## config.mk

```make
export PLATFORM = sky130hd
export DESIGN_NAME = io_uart
export DESIGN_NICKNAME = d
export VERILOG_FILES = /design/src/rtl/io_uart_pkg.sv /design/src/rtl/io_uart_fifo.sv /design/src/rtl/io_uart.sv
export SDC_FILE = /design/constraint.sdc
export NUM_CORES = 1
export LEC_CHECK = 0
export BUFFER_PORTS_ARGS = -buffer_cell sky130_fd_sc_hd__buf_2
export CAP_MARGIN = 20
export CORE_MARGIN = 2
export CORE_UTILIZATION = 50
export CTS_CLUSTER_DIAMETER = 200
export DETAILED_ROUTE_END_ITERATION = 8
export GPL_ROUTABILITY_DRIVEN = 0
export MAX_ROUTING_LAYER = met4
export PLACE_DENSITY_LB_ADDON = 0.2
export SLEW_MARGIN = 20
export SYNTH_ARGS = -nofsm -noshare
export SYNTH_HDL_FRONTEND = slang
export SYNTH_HIERARCHICAL = 1
export SYNTH_SLANG_ARGS = --single-unit
```

## constraint.sdc

```tcl
create_clock -name clk -period 4.5 [get_ports clk]
set_clock_uncertainty 0.05 [all_clocks]
set_input_delay 0.225 -clock clk [delete_from_list [all_inputs] [get_ports clk]]
set_output_delay 0.225 -clock clk [all_outputs]
set_load 0.01 [all_outputs]
```

## src/rtl/io_uart_pkg.sv

```systemverilog
//------------------------------------------------------------------------------
// Module   : io_uart_pkg
// Brief    : Shared register offsets, STATUS bit positions and FSM encoding.
// Revision : 1.0
//------------------------------------------------------------------------------
`default_nettype none

package io_uart_pkg;

    localparam logic [5:0] c_off_data   = 6'd0;
    localparam logic [5:0] c_off_status = 6'd1;

    localparam int c_bit_tx_full   = 0;
    localparam int c_bit_tx_empty  = 1;
    localparam int c_bit_rx_valid  = 2;
    localparam int c_bit_rx_ovr    = 3;
    localparam int c_bit_frame_err = 4;
    localparam int c_bit_tx_ovf    = 5;

    typedef enum logic [1:0] {
        ST_IDLE  = 2'd0,
        ST_START = 2'd1,
        ST_DATA  = 2'd2,
        ST_STOP  = 2'd3
    } uart_state_t;

endpackage

`default_nettype wire

```

## src/rtl/io_uart_fifo.sv

```systemverilog
//------------------------------------------------------------------------------
// Module   : io_uart_fifo
// Brief    : Small synchronous FIFO; a push while full is accepted if a pop
//            happens in the same cycle. DEPTH must be a power of two.
// Revision : 1.0
//------------------------------------------------------------------------------
`default_nettype none

module io_uart_fifo #(
    parameter int DEPTH = 4,
    parameter int WIDTH = 8
) (
    input  logic                       clk,
    input  logic                       rst_n,
    input  logic                       push,
    input  logic [WIDTH-1:0]           din,
    input  logic                       pop,
    output logic [WIDTH-1:0]           dout,
    output logic                       full,
    output logic                       empty,
    output logic [$clog2(DEPTH):0]     count
);

    localparam int c_aw = $clog2(DEPTH);

    logic [WIDTH-1:0] r_mem [DEPTH];
    logic [c_aw-1:0]  r_wr_ptr;
    logic [c_aw-1:0]  r_rd_ptr;
    logic [c_aw:0]    r_count;
    logic             w_do_push;
    logic             w_do_pop;

    assign empty     = (r_count == '0);
    assign full      = (r_count == (c_aw+1)'(DEPTH));
    assign count     = r_count;
    assign dout      = r_mem[r_rd_ptr];
    assign w_do_pop  = pop && !empty;
    assign w_do_push = push && (!full || w_do_pop);

    always_ff @(posedge clk or negedge rst_n) begin
        if (!rst_n) begin
            r_wr_ptr <= '0;
            r_rd_ptr <= '0;
            r_count  <= '0;
            for (int i = 0; i < DEPTH; i++) begin
                r_mem[i] <= '0;
            end
        end else begin
            if (w_do_push) begin
                r_mem[r_wr_ptr] <= din;
                r_wr_ptr        <= r_wr_ptr + 1'b1;
            end
            if (w_do_pop) begin
                r_rd_ptr <= r_rd_ptr + 1'b1;
            end
            case ({w_do_push, w_do_pop})
                2'b10:   r_count <= r_count + 1'b1;
                2'b01:   r_count <= r_count - 1'b1;
                default: r_count <= r_count;
            endcase
        end
    end

endmodule

`default_nettype wire

```

## src/rtl/io_uart.sv

```systemverilog
//------------------------------------------------------------------------------
// Module   : io_uart
// Brief    : AVR I/O-mapped 8N1 UART with DATA/STATUS registers and 4-deep TX FIFO.
// Revision : 1.0
//------------------------------------------------------------------------------
`default_nettype none

module io_uart
    import io_uart_pkg::*;
#(
    parameter logic [5:0] BASE_ADDR = 6'h08,
    parameter int         CLK_DIV   = 434
) (
    input  logic       clk,
    input  logic       rst_n,
    input  logic [5:0] io_a,
    input  logic [7:0] io_do,
    output logic [7:0] io_di,
    input  logic       io_re,
    input  logic       io_we,
    output logic       txd,
    input  logic       rxd
);

    localparam logic [15:0] c_div_last  = 16'(CLK_DIV - 1);
    localparam logic [15:0] c_half_last = 16'(CLK_DIV / 2 - 1);

    logic        w_hit_data, w_hit_stat, w_wr_data, w_rd_data, w_rd_stat;
    logic        w_tx_pop, w_tx_tick, w_tx_drop, w_tx_full, w_tx_empty;
    logic        w_fifo_full, w_fifo_empty;
    logic [7:0]  w_fifo_dout;
    logic [2:0]  w_fifo_count;
    logic [7:0]  w_status;

    uart_state_t r_tx_state;
    logic [15:0] r_tx_timer;
    logic [2:0]  r_tx_idx;
    logic [7:0]  r_tx_shift;
    logic        r_txd;

    uart_state_t r_rx_state;
    logic [15:0] r_rx_timer;
    logic [2:0]  r_rx_idx;
    logic [7:0]  r_rx_shift;
    logic [1:0]  r_rx_sync;
    logic        r_rx_prev;
    logic        w_rx, w_rx_tick, w_rx_done;

    logic [7:0]  r_rx_byte;
    logic        r_rx_valid, r_rx_ovr, r_frame_err, r_tx_ovf;

    assign w_hit_data = (io_a == BASE_ADDR + c_off_data);
    assign w_hit_stat = (io_a == BASE_ADDR + c_off_status);
    assign w_wr_data  = io_we && w_hit_data;
    assign w_rd_data  = io_re && w_hit_data;
    assign w_rd_stat  = io_re && w_hit_stat;

    io_uart_fifo #(.DEPTH(4), .WIDTH(8)) u_fifo (
        .clk   (clk),
        .rst_n (rst_n),
        .push  (w_wr_data),
        .din   (io_do),
        .pop   (w_tx_pop),
        .dout  (w_fifo_dout),
        .full  (w_fifo_full),
        .empty (w_fifo_empty),
        .count (w_fifo_count)
    );

    assign w_tx_tick  = (r_tx_timer == c_div_last);
    assign w_tx_pop   = !w_fifo_empty &&
                        ((r_tx_state == ST_IDLE) || ((r_tx_state == ST_STOP) && w_tx_tick));
    assign w_tx_drop  = w_wr_data && w_fifo_full && !w_tx_pop;
    assign w_tx_full  = (w_fifo_count == 3'd4);
    assign w_tx_empty = w_fifo_empty && (r_tx_state == ST_IDLE);
    assign txd        = r_txd;

    always_ff @(posedge clk or negedge rst_n) begin
        if (!rst_n) begin
            r_tx_state <= ST_IDLE;
            r_tx_timer <= '0;
            r_tx_idx   <= '0;
            r_tx_shift <= '0;
            r_txd      <= 1'b1;
        end else begin
            r_tx_timer <= (w_tx_tick || r_tx_state == ST_IDLE) ? 16'd0 : r_tx_timer + 16'd1;
            case (r_tx_state)
                ST_IDLE: begin
                    if (w_tx_pop) begin
                        r_tx_state <= ST_START;
                        r_tx_shift <= w_fifo_dout;
                        r_txd      <= 1'b0;
                    end
                end
                ST_START: begin
                    if (w_tx_tick) begin
                        r_tx_state <= ST_DATA;
                        r_tx_idx   <= 3'd0;
                        r_txd      <= r_tx_shift[0];
                    end
                end
                ST_DATA: begin
                    if (w_tx_tick) begin
                        if (r_tx_idx == 3'd7) begin
                            r_tx_state <= ST_STOP;
                            r_txd      <= 1'b1;
                        end else begin
                            r_tx_idx   <= r_tx_idx + 3'd1;
                            r_tx_shift <= r_tx_shift >> 1;
                            r_txd      <= r_tx_shift[1];
                        end
                    end
                end
                ST_STOP: begin
                    if (w_tx_tick) begin
                        // Chain straight into the next frame so queued bytes leave without gaps.
                        if (w_tx_pop) begin
                            r_tx_state <= ST_START;
                            r_tx_shift <= w_fifo_dout;
                            r_txd      <= 1'b0;
                        end else begin
                            r_tx_state <= ST_IDLE;
                        end
                    end
                end
                default: r_tx_state <= ST_IDLE;
            endcase
        end
    end

    assign w_rx      = r_rx_sync[1];
    assign w_rx_tick = (r_rx_timer == c_div_last);
    assign w_rx_done = (r_rx_state == ST_STOP) && w_rx_tick;

    always_ff @(posedge clk or negedge rst_n) begin
        if (!rst_n) begin
            r_rx_sync  <= 2'b11;
            r_rx_prev  <= 1'b1;
            r_rx_state <= ST_IDLE;
            r_rx_timer <= '0;
            r_rx_idx   <= '0;
            r_rx_shift <= '0;
        end else begin
            r_rx_sync <= {r_rx_sync[0], rxd};
            r_rx_prev <= w_rx;
            case (r_rx_state)
                ST_IDLE: begin
                    r_rx_timer <= 16'd0;
                    if (r_rx_prev && !w_rx) begin
                        r_rx_state <= ST_START;
                    end
                end
                ST_START: begin
                    // Mid-start sample; a line already back high was only a glitch.
                    if (r_rx_timer == c_half_last) begin
                        r_rx_timer <= 16'd0;
                        r_rx_idx   <= 3'd0;
                        r_rx_state <= w_rx ? ST_IDLE : ST_DATA;
                    end else begin
                        r_rx_timer <= r_rx_timer + 16'd1;
                    end
                end
                ST_DATA: begin
                    if (w_rx_tick) begin
                        r_rx_timer <= 16'd0;
                        r_rx_shift <= {w_rx, r_rx_shift[7:1]};
                        r_rx_idx   <= r_rx_idx + 3'd1;
                        if (r_rx_idx == 3'd7) begin
                            r_rx_state <= ST_STOP;
                        end
                    end else begin
                        r_rx_timer <= r_rx_timer + 16'd1;
                    end
                end
                ST_STOP: begin
                    if (w_rx_tick) begin
                        r_rx_timer <= 16'd0;
                        r_rx_state <= ST_IDLE;
                    end else begin
                        r_rx_timer <= r_rx_timer + 16'd1;
                    end
                end
                default: r_rx_state <= ST_IDLE;
            endcase
        end
    end

    always_ff @(posedge clk or negedge rst_n) begin
        if (!rst_n) begin
            r_rx_byte   <= '0;
            r_rx_valid  <= 1'b0;
            r_rx_ovr    <= 1'b0;
            r_frame_err <= 1'b0;
            r_tx_ovf    <= 1'b0;
        end else begin
            // A DATA read in the completion cycle frees the slot for the new byte.
            if (w_rx_done && (!r_rx_valid || w_rd_data)) begin
                r_rx_byte  <= r_rx_shift;
                r_rx_valid <= 1'b1;
            end else if (w_rd_data) begin
                r_rx_valid <= 1'b0;
            end

            if (w_rx_done && r_rx_valid && !w_rd_data) begin
                r_rx_ovr <= 1'b1;
            end else if (w_rd_stat) begin
                r_rx_ovr <= 1'b0;
            end

            if (w_rx_done && !w_rx) begin
                r_frame_err <= 1'b1;
            end else if (w_rd_stat) begin
                r_frame_err <= 1'b0;
            end

            if (w_tx_drop) begin
                r_tx_ovf <= 1'b1;
            end else if (w_rd_stat) begin
                r_tx_ovf <= 1'b0;
            end
        end
    end

    always_comb begin
        w_status                  = '0;
        w_status[c_bit_tx_full]   = w_tx_full;
        w_status[c_bit_tx_empty]  = w_tx_empty;
        w_status[c_bit_rx_valid]  = r_rx_valid;
        w_status[c_bit_rx_ovr]    = r_rx_ovr;
        w_status[c_bit_frame_err] = r_frame_err;
        w_status[c_bit_tx_ovf]    = r_tx_ovf;
    end

    always_comb begin
        io_di = '0;
        if (w_rd_data) begin
            io_di = r_rx_byte;
        end else if (w_rd_stat) begin
            io_di = w_status;
        end
    end

endmodule

`default_nettype wire

```

# Word level (Yosys, flattened, before mapping)
# Index checks and enable logic that the tools add are counted.
# Widths: inputs -> output; s select.
[word_totals] inputBits=19 regBits=113 out_inout_bits=9
[op_classes] bitwise_logic=2 add_sub_neg=8 mux=51 magnitude_cmp=3 reduce_logical=46 n_eq_ne=27
[ops] cell="$mux 8" count=8
[ops] cell="$mux 16" count=3
[ops] cell="$pmux 16 s3" count=1
[ops] cell="$add 16x1->16 const B" count=2
[ops] cell="$bwmux 32" count=1
[ops] cell="$eq 16x9->1 const B" count=2
[ops] cell="$pmux 8 s3" count=1
[ops] cell="$mux 2" count=11
[ops] cell="$ne 2x2->1 const B" count=10
[ops] cell="$pmux 3 s2" count=3
[ops] cell="$logic_and 1x1->1" count=17
[ops] cell="$bmux 8 s2" count=1
[ops] cell="$demux 8 s2" count=1
[ops] cell="$eq 16x8->1 const B" count=1
[ops] cell="$pmux 2 s4" count=2
[ops] cell="$mux 3" count=5
[ops] cell="$reduce_bool 2->1" count=7
[ops] cell="$eq 6x4->1 const B" count=2
[ops] cell="$mux 1" count=12
[ops] cell="$eq 2x2->1 const B" count=5
[ops] cell="$reduce_and 5->1" count=2
[ops] cell="$add 3x1->3 const B" count=3
[ops] cell="$eq 3x3->1 const B" count=3
[ops] cell="$reduce_and 4->1" count=2
[ops] cell="17 further kinds" count=32

# Logic depth before layout (Yosys ltp)
# Gate-level depths: netlist (run 1).
[depth] ltp_word=9 ltp_mapped=14 ltp_nobuf=14

# Modules after synthesis
# The synthesis (run 1) kept the hierarchy.
[modules_own_cells] module="io_uart" area_each_um2=3836.2 cells_per_inst=350 n_inst=1
[modules_own_cells] module="io_uart_fifo" area_each_um2=1801.7 cells_per_inst=115 n_inst=1

# Worst setup path before layout (run 1)
# OpenSTA, ideal clock, no wires.
[synth_timing] kind="reg-to-reg" from="reg u_fifo.r_count[0], in the netlist u_fifo/count[0]" to="reg u_fifo.r_count[2], in the netlist u_fifo/count[2]" n_path_buf=0 path_stages_with_launch=13 slack_ns=1.635 setup_ns=0.079 arrival_ns=2.736 cell_sequence="dfrtp_1 -> nor3_1 -> o21ba_2 -> o21ai_0 -> inv_1 -> nor4b_4 -> or2b_2 -> ha_1 -> inv_1 -> fa_1 -> xor2_1 -> nor2_1 -> xor2_1"
[synth_via] elab_chain_cells=8 elab_cells_between_ends=14 classes_between="add/sub: 2; eq/ne: 3; mux: 1; reduce/logical: 8"
[synth_lines] item="start: declaration" line="io_uart_fifo.sv:29" text="logic [c_aw:0] r_count;"
[synth_lines] item="start signal: assignment" line="io_uart_fifo.sv:57" text="2'b10: r_count <= r_count + 1'b1;"
[synth_lines] item="start signal: assignment" line="io_uart_fifo.sv:58" text="2'b01: r_count <= r_count - 1'b1;"
[synth_lines] item="start signal: assignment" line="io_uart_fifo.sv:59" text="default: r_count <= r_count;"
[synth_lines] item="$logic_not 3->1 *" line="io_uart_fifo.sv:33" text="assign empty = (r_count == '0);"
[synth_lines] item="named net w_fifo_empty" line="io_uart.sv:30" text="logic w_fifo_full, w_fifo_empty;"
[synth_lines] item="$logic_not 1->1 *" line="io_uart.sv:71" text="assign w_tx_pop = !w_fifo_empty &&"
[synth_lines] item="$logic_and 1x1->1 *" line="io_uart.sv:71"
[synth_lines] item="named net w_tx_pop" line="io_uart.sv:29" text="logic w_tx_pop, w_tx_tick, w_tx_drop, w_tx_full, w_tx_empty;"
[synth_lines] item="$logic_and 1x1->1 *" line="io_uart_fifo.sv:37" text="assign w_do_pop = pop && !empty;"
[synth_lines] item="$logic_or 1x1->1" line="io_uart_fifo.sv:38" text="assign w_do_push = push && (!full || w_do_pop);"
[synth_lines] item="$logic_and 1x1->1" line="io_uart_fifo.sv:38"
[synth_lines] item="$eq 2x1->1 / $eq 2x2->1 (equally long branches)" line="io_uart_fifo.sv:56" text="case ({w_do_push, w_do_pop})"
[synth_lines] item="$pmux 3 s2 / $reduce_bool 2->1 (equally long branches)"
# Mark *: on every way through the listed nets, which the timed path passes. The rest lies on a longest branch.
# A chain may end at the register's enable or synchronous reset.

# Worst setup path in the final report (run 1)
# Ends and elaborated chain as after synthesis.

==> results of run 1 <==
## timing repair
action,CTS,global route
hold buffers,2,0
endpoints found under the hold margin,75,0
setup buffers,0,0
## cells in the mapped netlist, drive strengths merged, types with 9 or more instances
| cell type | n | area (µm²) |
|---|---|---|
| a21oi | 14 | 70.1 |
| dfrtp | 109 | 2730 |
| ha | 19 | 238 |
| inv | 23 | 86.3 |
| mux2 | 65 | 732 |
| nand2 | 14 | 52.6 |
| nand3 | 16 | 80.1 |
| nand4 | 10 | 62.6 |
| nor2 | 32 | 130 |
| nor4 | 9 | 56.3 |
| xnor2 | 18 | 158 |
| xor2 | 12 | 105 |
## through the flow
stage / power, mW / setup slack (ns) / instance area [µm²]
after floorplan: 1.90 / 1.64 / 5640
after global placement: 2.05 / 1.42 / 5910
after detailed placement: 2.08 / 1.27 / 5910
after CTS: 3.60 / 1.19 / 6600
after global routing: 3.77 / 0.893 / 6600
final: 3.57 / 1.22 / 6600
## sequential cells by signal, indices dropped and copies added, names as in the netlist, named ones only
| signal | count |
|---|---|
| r_rx_timer | 16 |
| u_fifo/r_mem | 32 |
| r_tx_idx | 3 |
| r_rx_byte | 8 |
| r_tx_state | 2 |
| r_tx_ovf | 1 |
| r_rx_state | 1 |
| r_rx_prev | 1 |
| r_tx_shift | 8 |
| r_rx_ovr | 1 |
| u_fifo/r_wr_ptr | 2 |
| u_fifo/count | 3 |
| u_fifo/r_rd_ptr | 2 |
| r_rx_valid | 1 |
| txd | 1 |
| r_tx_timer | 16 |
| r_rx_shift | 8 |
| r_rx_idx | 3 |
| r_rx_sync | 2 |
| r_frame_err | 1 |
## how the worst max path moves through the flow
stage	from	end	slack (ns)	cells past startpoint
2_1_floorplan	u_fifo/count[0]$_DFFE_PN0P_	u_fifo/count[2]$_DFFE_PN0P_	1.64	12
3_3_place_gp	u_fifo/count[0]$_DFFE_PN0P_	u_fifo/count[2]$_DFFE_PN0P_	1.42	12
3_5_place_dp	u_fifo/count[0]$_DFFE_PN0P_	u_fifo/count[2]$_DFFE_PN0P_	1.27	12
4_1_cts	u_fifo/count[0]$_DFFE_PN0P_	u_fifo/count[2]$_DFFE_PN0P_	1.19	12
5_1_grt	u_fifo/count[0]$_DFFE_PN0P_	u_fifo/count[2]$_DFFE_PN0P_	0.89	12
6_report	u_fifo/count[0]$_DFFE_PN0P_	u_fifo/count[2]$_DFFE_PN0P_	1.22	12
## power by group
group	total, mW	switching [mW]	internal, mW
Combinational	0.738	0.382	0.356
Clock	1.50	0.451	1.05
Sequential	1.33	0.176	1.15
Total	3.57	1.01	2.56
## cell families after synthesis
logic type,Yosys count
simple gates,130
flops,113
buf+inv,35
mux,75
compound gates,62
xor+xnor,30
fa+ha+maj,20
## placed cells by master, fill, tap and decap left out, types with 4 or more instances in the layout
master / instances
nor2_2: 4
inv_1: 23
ha_1: 19
and3_1: 6
nor4_1: 9
clkbuf_16: 17
nand3_1: 16
nor3_1: 7
buf_2: 26
o2bb2ai_1: 5
nand2_1: 14
xnor2_1: 18
or3_1: 8
nand4_1: 10
a22oi_1: 4
a22o_1: 5
nor3b_1: 4
bufinv_16: 5
o21ai_0: 7
xor2_1: 12
nor2_1: 28
dfrtp_1: 109
a21oi_1: 14
mux2_2: 63
mux4_2: 8
dfstp_2: 4
clkbuf_8: 5
## area by class of cell
type,instances,share of cell area
clock inverter,8,0.0263
sequential,113,0.429
multi-input combinational,317,0.403
clock buffer,23,0.0754
timing repair buffer,31,0.0262
tap,140,0.0265
inverter,23,0.0131
## layer usage
metal  global-route usage  vias up  share of wire
li1                     -     1780              -
met1                0.259     1923           0.46
met2                0.321       62           0.49
met3               0.0576       16          0.036
met4               0.0839        0          0.017
met5                    -        -              0
==> results.yml, run 1 <==
status:
  status: "complete, no violations"
sta:
  tns_ns: 0
  setup_viol: 0
  hold_viol_final: 0
  hold_ws_ns: 0.0381
  period_needed_ns: 3.28
  worstMarginPinSlew_ns: 0.949
  slew_headroom: 0.362
  fin_crit_sh: 0.728
  rsz0062_at_grt: "false"
  slew_violations: 0
  max_freq_mhz: 305
cts:
  cts_tree: "done"
  clockBufferDepth: 2
  cts_buffers: 17
  clock-sinks: 113
  cts_max_level: 4
  ctsResizeCount: 0
  cts.clk_slew.worst_paths_ns: 0.05
  clk_latency_ns: 0.41
  clockRootBuffer: "clkbuf_16"
grt:
  grt_max_degree: 77
  grt_use_total: 0.207
  grt_pass1_vias: 3891
  antenna_found_initial: 0
  grt-ovfl-total: 0
  grt_pass1_wl_um: 18500
layout:
  diodes: 0
  drive_above_1_share: 0.295
  syn_to_final_growth_pct: 17.1
  multi_input_area_mm2: 0.00266
  final_cells: 655
  utilization: 0.604
  num-nets-final: 542
  nFillCells: 886
  seqCellArea_mm2: 0.00283
synth:
  yosysUniqueCellTypes: 69
  synth_fp_nets: 504
  synth_edf_count: 0
  syn_area_per_cell_um2: 12.1
  synthMuxAreaShare: 0.165
  synth-main-ff-cell: "dfrtp_1"
  synthAdderAreaFrac: 0.0457
  synth_top_family_by_area: "multiplexers"
  synth-simple-area-share: 0.130
  synth-compound-area-share: 0.0837
  synth_cells: 465
  ys_ff_latch: 113
  synthXorXnorAreaFrac: 0.0466
  ys_seq_area_frac: 0.502
  ys.warnings.count: 6
  synth-async-reset-ratio: 1.00
  syn_area_mm2: 0.00564
floorplanning:
  dieWidth_um: 110
  rows: 38
  dieArea_mm2: 0.0121
  start_util: 0.516
  core_area_mm2: 0.0109
  die_y_um: 110
  pin_count: 28
worst_hold_path:
  hold_start: "io_do[5]"
  hp-class: "in -> reg"
  hold_end: "u_fifo/r_mem[21]$_DFFE_PN0P_"
  min_path_cells: 2
detailed_routing:
  post_drt_wl_per_cell_um: 16.8
  vias_per_cell: 5.77
  drc: 0
  ant_nets: 0
  dr.first_iter.drc_count: 186
  first_pass_iters: 4
  drt-total-wl_um: 11000
  via_count: 3781
critical_path:
  r2r_cells: 12
  cp.required_ns: 4.78
  rr_startpoint: "u_fifo/count[0]$_DFFE_PN0P_"
  critPathCaptureType: "register"
  reg2reg_to: "u_fifo/count[2]$_DFFE_PN0P_"
  cp.arrival_ns: 3.55
  cp_cell_sequence: "nor3_1 -> o21ba_2 -> o21ai_0 -> inv_1 -> nor4b_4 -> or2b_2 -> ha_1 -> inv_1 -> fa_1 -> xor2_1 -> nor2_1 -> xor2_1"
  path_buf_inv: 2
  cp_top_family: "simple AND/OR/NAND/NOR gates"
  crit_slowest_cell: "dfrtp_1"
  slowest_delay_ns: 0.46
  crit_type: "reg -> reg"
  crit_path_start_kind: "register"
  crit_fanout: 6
  r2r_slack_ns: 1.22
power_and_ir_drop:
  p_leak_nw: 3.08
  power_density_mw_per_mm2: 540
  ir_worst_vdd_mv: 0.321
place:
  place_hpwl_um: 7240
  post-place-cells: 622
  io_buffers: 27
flow_run:
  drv_cap: 0
Note: power is estimated with default switching activity, not from simulation.
==> inputs of run 2 (changes only) <==
ABC_AREA = 1   (was unset)
clock period = 3.1 ns   (was 4.5 ns; I/O delays follow)
==> results.yml, run 2 <==
status:
  status: "complete, no violations"
synth:
  ys.warnings.count: 6
  ys_seq_area_frac: 0.471
  ys_top_cells_by_area: "dfrtp_1 45%, nand2_1 13%, nor2_1 4.7%"
  synth-main-ff-cell: "dfrtp_1"
  ys_ff_latch: 113
  yosysTopAreaCellShare: 0.454
  yosysUniqueCellTypes: 40
  synth-async-reset-ratio: 1.00
  synth_cells: 740
  synth_fp_nets: 779
  yosysTopAreaCell: "dfrtp_1"
  synth.most_common_cell: "nand2_1"
  syn_area_per_cell_um2: 8.13
  syn_area_mm2: 0.00601
  synth_edf_count: 0
  synth_common_cells: "210 x nand2_1, 109 x dfrtp_1, 76 x nor2_1"
sta:
  rsz0062_at_grt: "false"
  setup_viol: 0
  max_freq_mhz: 383
  tns_ns: 0
  fin_crit_sh: 0.842
  hold_viol_final: 0
  worstMarginPinSlew_ns: 0.750
  period_needed_ns: 2.61
  slew_headroom: 0.500
  slew_violations: 0
cts:
  clockRootBuffer: "clkbuf_16"
  clockBufferDepth: 2
  cts_buffers: 17
  clk_latency_ns: 0.41
  clock-sinks: 113
  cts.clk_slew.worst_paths_ns: 0.05
  cts_max_level: 4
  cts_tree: "done"
critical_path:
  endpoint: "u_fifo/count[2]$_DFFE_PN0P_"
  r2r_slack_ns: 0.49
  r2r_cells: 16
  cp.required_ns: 3.35
  crit_path_start_kind: "register"
  rr_startpoint: "r_tx_timer[1]$_DFF_PN0_"
  reg2reg_to: "u_fifo/count[2]$_DFFE_PN0P_"
  crit_fanout: 18
  crit_path_start: "r_tx_timer[1]$_DFF_PN0_"
  cp.arrival_ns: 2.86
  crit_type: "reg -> reg"
  critPathCaptureType: "register"
layout:
  finalInstanceArea_mm2: 0.00693
  num-nets-final: 816
  diodes: 0
  top_register: "u_fifo/r_mem"
  drive_above_1_share: 0.133
  layout_common_cells: "210 x nand2_1, 109 x dfrtp_1, 76 x nor2_1"
  largest_reg_flops: 32
  final_common_cell: "nand2_1"
  syn_to_final_growth_pct: 15.2
  final_cells: 937
  reg_top3: "u_fifo/r_mem (32), r_rx_timer (16), r_tx_timer (16)"
detailed_routing:
  drt-total-wl_um: 13100
  drc: 0
  dr.first_iter.drc_count: 377
  first_pass_iters: 5
  via_count: 4985
  vias_per_cell: 5.32
  post_drt_wl_per_cell_um: 14.0
  ant_nets: 0
worst_hold_path:
  hp-class: "in -> reg"
  min_path_cells: 3
floorplanning:
  rows: 40
  start_util: 0.507
  dieWidth_um: 114
  die_y_um: 114
  pin_count: 28
  dieArea_mm2: 0.0129
  core_area_mm2: 0.0119
grt:
  grt_pass1_wl_um: 22800
  antenna_found_initial: 0
  grt_pass1_vias: 4805
  grt-ovfl-total: 0
  grt_max_degree: 84
  grt_use_total: 0.227
place:
  post-place-cells: 896
  placed_area_mm2: 0.00623
  place_hpwl_um: 8930
  io_buffers: 27
power_and_ir_drop:
  power_density_mw_per_mm2: 576
  ir_worst_vdd_mv: 0.349
  p_leak_nw: 3.48
flow_run:
  drv_cap: 0
[run 2: cell families after synthesis]
| family | count (synthesis) | share of synthesized area |
|---|---|---|
| compound gates | 73 | 0.0672 |
| xor+xnor | 11 | 0.0160 |
| fa+ha+maj | 20 | 0.0429 |
| buf+inv | 99 | 0.0707 |
| flops | 113 | 0.471 |
| mux | 1 | 0.00187 |
| simple gates | 423 | 0.330 |
[run 2: routing by layer]
| metal | GRT usage | vias up | part of all wire |
|---|---|---|---|
| met3 | 0.0473 | 21 | 0.055 |
| li1 | - | 2487 | - |
| met4 | 0.0797 | 0 | 0.019 |
| met5 | - | - | 0 |
| met2 | 0.344 | 135 | 0.45 |
| met1 | 0.307 | 2342 | 0.47 |
[run 2: power by group]
part           total [mW]  switching, mW  internal [mW]
Combinational       0.352          0.227          0.125
Clock                1.99          0.671           1.32
Sequential           1.65         0.0820           1.56
[run 2: what timing repair did]
action	in CTS	in global routing
hold buffers	9	0
endpoints found under the setup margin	0	0
gates resized for setup	0	0
setup buffers	0	0
endpoints found under the hold margin	96	0
[run 2: critical path: stages (launching register included)]
cell	delay, ns
dfrtp_1	0.39
inv_1	0.06
ha_1	0.13
nand3_1	0.07
nor2_1	0.19
nand2_4	0.11
nand2_4	0.18
nand2_2	0.14
inv_1	0.10
nand2_1	0.11
inv_1	0.08
ha_1	0.15
inv_1	0.06
fa_1	0.37
nand2_1	0.08
nand3b_1	0.09
xor2_1	0.15
[run 2: area by class of cell]
| type | count | area (µm²) |
|---|---|---|
| Clock inverter | 10 | 133 |
| Inverter | 77 | 289 |
| Timing Repair Buffer | 40 | 262 |
| Sequential cell | 113 | 2830 |
| Tap cell | 147 | 184 |
| Multi-Input combinational cell | 528 | 2760 |
| Fill cell | 1037 | 4930 |
| Clock buffer | 22 | 474 |
[run 2: metrics by stage]
step           power (mW)  hold slack [ns]   util  setup WS (ns)
2_1_floorplan        1.89           -0.191      -          0.628
3_3_place_gp         2.00            0.215  0.525          0.553
3_5_place_dp         2.01            0.214  0.525          0.458
4_1_cts              4.01          0.00376  0.584          0.462
5_1_grt              4.14           0.0191  0.584          0.164
6_report             3.99           0.0180  0.584          0.489
[run 2: worst min path at each step]
stage	from	end	slack, ns
final	io_do[6]	u_fifo/r_mem[22]$_DFFE_PN0P_	0.02
after floorplan	rst_n	async pin	-0.19
after global routing	io_do[6]	u_fifo/r_mem[6]$_DFFE_PN0P_	0.02
after detailed placement	rxd	r_rx_sync[0]$_DFF_PN1_	0.21
after global placement	rxd	r_rx_sync[0]$_DFF_PN1_	0.21
after CTS	io_do[6]	u_fifo/r_mem[22]$_DFFE_PN0P_	0.004
